[config.mk]
export PLATFORM = sky130hd
export DESIGN_NAME = tone_decoder
export DESIGN_NICKNAME = d
export VERILOG_FILES = /design/src/rtl/tone_decoder.sv
export SDC_FILE = /design/constraint.sdc
export NUM_CORES = 1
export LEC_CHECK = 0
export BUFFER_PORTS_ARGS = -buffer_cell sky130_fd_sc_hd__buf_2
export CAP_MARGIN = 20
export CORE_MARGIN = 1.5
export CORE_UTILIZATION = 50
export CTS_CLUSTER_SIZE = 28
export DETAILED_ROUTE_END_ITERATION = 12
export GPL_TIMING_DRIVEN = 0
export PLACE_DENSITY = 0.81
export SYNTH_ARGS = -nofsm -noshare
export SYNTH_HDL_FRONTEND = slang
export SYNTH_SLANG_ARGS = --single-unit
export TNS_END_PERCENT = 10
[constraint.sdc]
create_clock -name clk_i -period 3.12 [get_ports clk_i]
set_input_delay 0.78 -clock clk_i [delete_from_list [all_inputs] [get_ports clk_i]]
set_output_delay 0.78 -clock clk_i [all_outputs]
set_load 0.005 [all_outputs]
[src/rtl/tone_decoder.sv]
`default_nettype none
// ============================================================================
// Module      : tone_decoder
// Description : Measures the period and high time of an asynchronous square
//               wave (PWM sound line), reports each measurement with a
//               one-cycle strobe, and tracks period stability (lock) and
//               absence of tone (silence).
// Revision    : 1.0 - initial release
// ============================================================================
module tone_decoder #(
    parameter int BW           = 16,
    parameter int TOLERANCE    = 2,
    parameter int STABLE_COUNT = 3
) (
    input  logic          clk_i,
    input  logic          rst_i,
    input  logic          sound_i,
    output logic [BW-1:0] period_o,
    output logic [BW-1:0] highTime_o,
    output logic          valid_o,
    output logic          locked_o,
    output logic          silence_o
);

    // Match counter must be able to hold STABLE_COUNT itself.
    localparam int              c_MW      = (STABLE_COUNT < 1) ? 1 : $clog2(STABLE_COUNT + 1);
    localparam logic [BW-1:0]   c_CNT_MAX = {BW{1'b1}};
    localparam logic [BW-1:0]   c_CNT_ONE = {{(BW-1){1'b0}}, 1'b1};
    localparam logic [c_MW-1:0] c_STABLE  = c_MW'(STABLE_COUNT);
    localparam logic [BW:0]     c_TOL     = (BW+1)'(TOLERANCE);

    typedef enum logic [1:0] {
        ST_SILENT  = 2'd0,
        ST_ACQUIRE = 2'd1,
        ST_LOCKED  = 2'd2
    } state_t;

    // ------------------------------------------------------------------
    // Front end: synchroniser, delayed level and registered rise
    // ------------------------------------------------------------------
    logic sync1_q, sync1_d;
    logic sync2_q, sync2_d;
    logic level_q, level_d;
    logic rise_q,  rise_d;

    // ------------------------------------------------------------------
    // Measurement counters
    // ------------------------------------------------------------------
    logic [BW-1:0] period_cnt_q, period_cnt_d;
    logic [BW-1:0] high_cnt_q,   high_cnt_d;
    logic          w_period_sat;
    logic          w_high_sat;
    logic          w_sat;

    // ------------------------------------------------------------------
    // Comparison and FSM state
    // ------------------------------------------------------------------
    state_t          state_q, state_d;
    logic [BW-1:0]   prev_period_q, prev_period_d;
    logic            first_q, first_d;
    logic [c_MW-1:0] match_cnt_q, match_cnt_d;
    logic [c_MW-1:0] w_match_inc;
    logic [BW:0]     w_new_ext;
    logic [BW:0]     w_prev_ext;
    logic [BW:0]     w_diff;
    logic            w_match;

    // ------------------------------------------------------------------
    // Registered outputs
    // ------------------------------------------------------------------
    logic [BW-1:0] period_q,  period_d;
    logic [BW-1:0] high_q,    high_d;
    logic          valid_q,   valid_d;
    logic          locked_q,  locked_d;
    logic          silence_q, silence_d;

    assign period_o   = period_q;
    assign highTime_o = high_q;
    assign valid_o    = valid_q;
    assign locked_o   = locked_q;
    assign silence_o  = silence_q;

    // Two-flop synchroniser, delayed copy, and rise detect registered once.
    always_comb begin
        sync1_d = sound_i;
        sync2_d = sync1_q;
        level_d = sync2_q;
        rise_d  = sync2_q & ~level_q;
    end

    // Front-end flops: synchroniser chain and rise register.
    always_ff @(posedge clk_i or posedge rst_i) begin
        if (rst_i) begin
            sync1_q <= 1'b0;
            sync2_q <= 1'b0;
            level_q <= 1'b0;
            rise_q  <= 1'b0;
        end else begin
            sync1_q <= sync1_d;
            sync2_q <= sync2_d;
            level_q <= level_d;
            rise_q  <= rise_d;
        end
    end

    // Period and high-time counters; both restart at 1 on a rise so that a
    // tone of P clocks reads P at the following rise. level_q is aligned with
    // rise_q, so the rise cycle itself is counted as high.
    always_comb begin
        w_period_sat = (period_cnt_q == c_CNT_MAX);
        w_high_sat   = (high_cnt_q == c_CNT_MAX);
        w_sat        = w_period_sat | w_high_sat;

        period_cnt_d = period_cnt_q;
        if (rise_q) begin
            period_cnt_d = c_CNT_ONE;
        end else if (!w_period_sat) begin
            period_cnt_d = period_cnt_q + c_CNT_ONE;
        end

        high_cnt_d = high_cnt_q;
        if (rise_q) begin
            high_cnt_d = c_CNT_ONE;
        end else if (level_q && !w_high_sat) begin
            high_cnt_d = high_cnt_q + c_CNT_ONE;
        end
    end

    // Counter flops.
    always_ff @(posedge clk_i or posedge rst_i) begin
        if (rst_i) begin
            period_cnt_q <= '0;
            high_cnt_q   <= '0;
        end else begin
            period_cnt_q <= period_cnt_d;
            high_cnt_q   <= high_cnt_d;
        end
    end

    // Absolute period difference in BW+1 bits so it can never overflow.
    always_comb begin
        w_new_ext  = {1'b0, period_cnt_q};
        w_prev_ext = {1'b0, prev_period_q};
        if (w_new_ext >= w_prev_ext) begin
            w_diff = w_new_ext - w_prev_ext;
        end else begin
            w_diff = w_prev_ext - w_new_ext;
        end
        w_match     = (w_diff <= c_TOL);
        w_match_inc = (match_cnt_q == c_STABLE) ? match_cnt_q
                                                : match_cnt_q + {{(c_MW-1){1'b0}}, 1'b1};
    end

    // Next-state logic: arming, measurement capture, lock tracking, and
    // drop to silence on counter saturation (which outranks a rise).
    always_comb begin
        state_d       = state_q;
        prev_period_d = prev_period_q;
        first_d       = first_q;
        match_cnt_d   = match_cnt_q;
        period_d      = period_q;
        high_d        = high_q;
        valid_d       = 1'b0;

        case (state_q)
            ST_SILENT: begin
                if (rise_q && !w_sat) begin
                    state_d     = ST_ACQUIRE;
                    first_d     = 1'b1;
                    match_cnt_d = '0;
                end
            end

            ST_ACQUIRE, ST_LOCKED: begin
                if (w_sat) begin
                    state_d     = ST_SILENT;
                    match_cnt_d = '0;
                end else if (rise_q) begin
                    period_d      = period_cnt_q;
                    high_d        = high_cnt_q;
                    valid_d       = 1'b1;
                    prev_period_d = period_cnt_q;
                    if (first_q) begin
                        // First measurement after arming only seeds the reference.
                        first_d     = 1'b0;
                        match_cnt_d = '0;
                    end else if (w_match) begin
                        match_cnt_d = w_match_inc;
                        if (w_match_inc == c_STABLE) begin
                            state_d = ST_LOCKED;
                        end
                    end else begin
                        match_cnt_d = '0;
                        state_d     = ST_ACQUIRE;
                    end
                end
            end

            default: begin
                state_d     = ST_SILENT;
                match_cnt_d = '0;
            end
        endcase

        locked_d  = (state_d == ST_LOCKED);
        silence_d = (state_d == ST_SILENT);
    end

    // FSM state, measurement registers and registered status outputs.
    always_ff @(posedge clk_i or posedge rst_i) begin
        if (rst_i) begin
            state_q       <= ST_SILENT;
            prev_period_q <= '0;
            first_q       <= 1'b0;
            match_cnt_q   <= '0;
            period_q      <= '0;
            high_q        <= '0;
            valid_q       <= 1'b0;
            locked_q      <= 1'b0;
            silence_q     <= 1'b1;
        end else begin
            state_q       <= state_d;
            prev_period_q <= prev_period_d;
            first_q       <= first_d;
            match_cnt_q   <= match_cnt_d;
            period_q      <= period_d;
            high_q        <= high_d;
            valid_q       <= valid_d;
            locked_q      <= locked_d;
            silence_q     <= silence_d;
        end
    end

endmodule
`default_nettype wire

==> results.sh <==
export IMPL_first_global_vias=4527
export IMPL_ant_nets=0
export IMPL_synth_edf_count=0
export IMPL_numClockSinks=76
export IMPL_fin_crit_sh=1.04
export IMPL_root_buffer="clkbuf_8"
export IMPL_fin_crit_ns=3.26
export IMPL_pre_cts_slack_ns=-0.511
export IMPL_portBuffers=37
export IMPL_multi_input_area_um2=3150
export IMPL_worstPathRequired_ns=3.38
export IMPL_yosysWarningCount=0
export IMPL_ys_types=68
export IMPL_diodes=0
export IMPL_synthSimpleGateAreaFrac=0.191
export IMPL_stdcell_count=799
export IMPL_max_slew_margin=0.592
export IMPL_synth_area_um2=5180
export IMPL_fmax_mhz=307
export IMPL_design_area_um2=6210
export IMPL_register_area_um2=1910
export IMPL_dr_pass1_iters=5
export IMPL_via_per_inst=5.87
export IMPL_drc=0
export IMPL_drtIter0Drc=295
export IMPL_place_area_um2=5570
export IMPL_antenna_found_initial=0
export IMPL_cts_max_level=3
export IMPL_static_leakage_power_nw=2.96
export IMPL_peakVddDrop_mv=0.677
export IMPL_path_class="flip-flop to flip-flop"
export IMPL_routabilityCongestion=0.945
export IMPL_layout_setup_ws_ns=-0.137
export IMPL_chipWidth_um=105
export IMPL_initial_core_util=0.523
export IMPL_synth_area_mux_share=0.0507
export IMPL_maxCapViolCount=0
export IMPL_nNetsFinal=702
export IMPL_synth_nets=626
export IMPL_grt_first_pass_wirelength_mm=21.8
export IMPL_status="finished with violations"
export IMPL_drive_gt1_frac=0.242
export IMPL_synth_top_family_by_area="simple AND/OR/NAND/NOR gates"
export IMPL_syn_avg_cell_area_um2=8.86
export IMPL_die_h_um=105
export IMPL_hold_buffers=0
export IMPL_vias=4692
export IMPL_clk_insertion_delay_late_ns=0.35
export IMPL_layout_commonest_cell="dfrtp_1"
export IMPL_numCtsBuffers=9
export IMPL_synth_area_leaders="dfrtp_1 36%, ha_1 8.7%, a21oi_1 4.1%"
export IMPL_synthArstFlopShare=1.00
export IMPL_die_area_um2=11000
export IMPL_core_area_um2=9910
export IMPL_totalWireLength_mm=13.6
export IMPL_io_pins=38
export IMPL_synth_top_cell_by_area="dfrtp_1"
export IMPL_dp_cells=756
export IMPL_timing_hold_worst_class="flip-flop to flip-flop"
export IMPL_final_cell_mix="71 x dfrtp_1, 56 x nand2_1, 44 x nor2_1"
export IMPL_fillers=827
export IMPL_dp_hpwl_mm=9.70
export IMPL_rsz0062_at_grt="yes"
export IMPL_clk_pin_slew_ns=0.07
export IMPL_arrival_ns=3.51
export IMPL_yosysSeqAreaShare=0.367
export IMPL_clock_skew_ns=0.00752
export IMPL_areaGrowthSynthToFinish_pct=19.7
export IMPL_startpoint_type="flip-flop"
export IMPL_tritoncts="yes"
export IMPL_clockBufferDepth=2
export IMPL_synthFlopType="dfrtp_1"
export IMPL_worst_pin_slew_ns=0.612
export IMPL_crit_fanout=3
export IMPL_synth_seq_cells=76
export IMPL_grt_ovfl_total=0
export IMPL_violations="negative setup slack"
export IMPL_final_hold_viol_count=0
export IMPL_powerDensity_nw_per_um2=812
export IMPL_synth_top_area_frac=0.362
export IMPL_synth_adder_area_share=0.0946
export IMPL_setup_viol_count_final=4
export IMPL_maxSlewViolCount=0
export IMPL_rows=36
export IMPL_track_usage=0.246
export IMPL_synthCells=585
export IMPL_cp_end_kind="flip-flop"
export IMPL_synth_compound_area_frac=0.186
export IMPL_grt_max_degree=77
export IMPL_route_detailed_wl_per_inst_um=17.0
export IMPL_synth_xor_area_frac=0.0541
==> state kept, by name, summed over array words and instances, names as in the netlist, 2 cells and up <==
signal and count:
match_cnt_q 2, highTime_o 16, state_q 2, period_cnt_q 16
high_cnt_q 16, period_o 16
==> what timing repair did <==
action,in CTS,in global routing
cloned,0,0
pin swaps,12,21
setup buffers,17,12
setup endpoints to repair,37,34
endpoints found under the hold margin,0,0
resized for setup,18,32
==> cell usage after synthesis (3+ instances only) <==
library cell	count
nor2_1	45
nor3_1	10
and4_1	3
dfrtp_1	75
a221oi_1	4
a211oi_1	3
xor2_1	14
a21oi_1	42
o31a_1	3
nor2b_1	13
o21ai_0	42
nand3_1	23
inv_1	46
or3_1	5
o211ai_1	3
nand2_1	56
and3_1	5
nand4_1	17
mux2i_1	6
mux2_2	18
ha_1	36
and2_1	4
nand2b_1	4
nor3b_1	3
a21o_1	8
xnor2_1	18
buf_2	7
o21a_1	4
clkbuf_1	15
==> metal layers <==
metal,share of wire,vias to the layer above,GRT usage
met2,0.49,154,0.410
met5,0,-,0
met3,0.050,28,0.0381
met1,0.44,2300,0.322
li1,-,2210,-
met4,0.020,0,0.0930
==> worst max-delay path, cell delays in order, from the launching register on <==
cell      delay, ns
dfrtp_1        0.40
inv_2          0.09
ha_4           0.15
inv_2          0.04
fa_2           0.34
a21o_1         0.19
a211o_1        0.35
a21oi_2        0.22
o21ai_0        0.14
xor2_1         0.20
o31ai_4        0.34
o211ai_2       0.14
o31a_1         0.30
nor4bb_2       0.26
==> where the power goes <==
| part | internal, W | leakage [nW] | switching, W |
|---|---|---|---|
| sequential | 0.00110 | 1.02 | 0.000115 |
| clock | 0.000574 | 0.127 | 0.000345 |
| combinational | 0.00138 | 1.81 | 0.00152 |
==> layout make-up <==
| class | count | area share |
|---|---|---|
| clock inverters | 4 | 0.0153 |
| plain buffers | 23 | 0.0204 |
| repair buffers | 67 | 0.0694 |
| clock buffers | 12 | 0.0250 |
| flip-flops and latches | 76 | 0.307 |
| inverters | 46 | 0.0282 |
| well taps | 133 | 0.0268 |
| multi-input cells | 438 | 0.507 |
==> final timing paths <==
| kind | startpoint | to | slack (ns) | cells past startpoint |
|---|---|---|---|---|
| worst max-delay path | period_o[0]$_DFFE_PP0P_ | locked_o$_DFF_PP0_ | -0.14 | 13 |
| worst min-delay path | sync1_q$_DFF_PP0_ | level_d$_DFF_PP0_ | 0.37 | 0 |
| worst max register to register | period_o[0]$_DFFE_PP0P_ | locked_o$_DFF_PP0_ | -0.14 | 13 |
| worst min register to register | sync1_q$_DFF_PP0_ | level_d$_DFF_PP0_ | 0.37 | 0 |
| max in group asynchronous | rst_i | silence_o$_DFF_PP1_ | 2.27 | 3 |
| min in group asynchronous | rst_i | period_o[3]$_DFFE_PP0P_ | 0.49 | 3 |
==> cells by family (layout without fill, tap and decap cells) <==
logic type | Yosys count | after routing
multiplexers | 24 | 24
AND/OR/NAND/NOR | 200 | 200
flip-flops | 76 | 76
buffers and inverters | 71 | 152
AO/OA/AOI/OAI | 144 | 144
XOR/XNOR | 32 | 32
adder cells (fa/ha/maj) | 38 | 38
==> metrics by stage <==
stage | hold WS [ns] | TNS (ns) | utilization | power (W)
2_1_floorplan | 0.331 | 0 | - | 0.00301
3_3_place_gp | 0.336 | -34.07 | 0.559 | 0.00347
3_5_place_dp | 0.345 | -6.59 | 0.563 | 0.00352
4_1_cts | 0.377 | -0.416 | 0.606 | 0.00475
5_1_grt | 0.387 | -3.33 | 0.626 | 0.00534
6_report | 0.372 | -0.266 | 0.626 | 0.00504
Note: power is estimated with default switching activity, not from simulation.
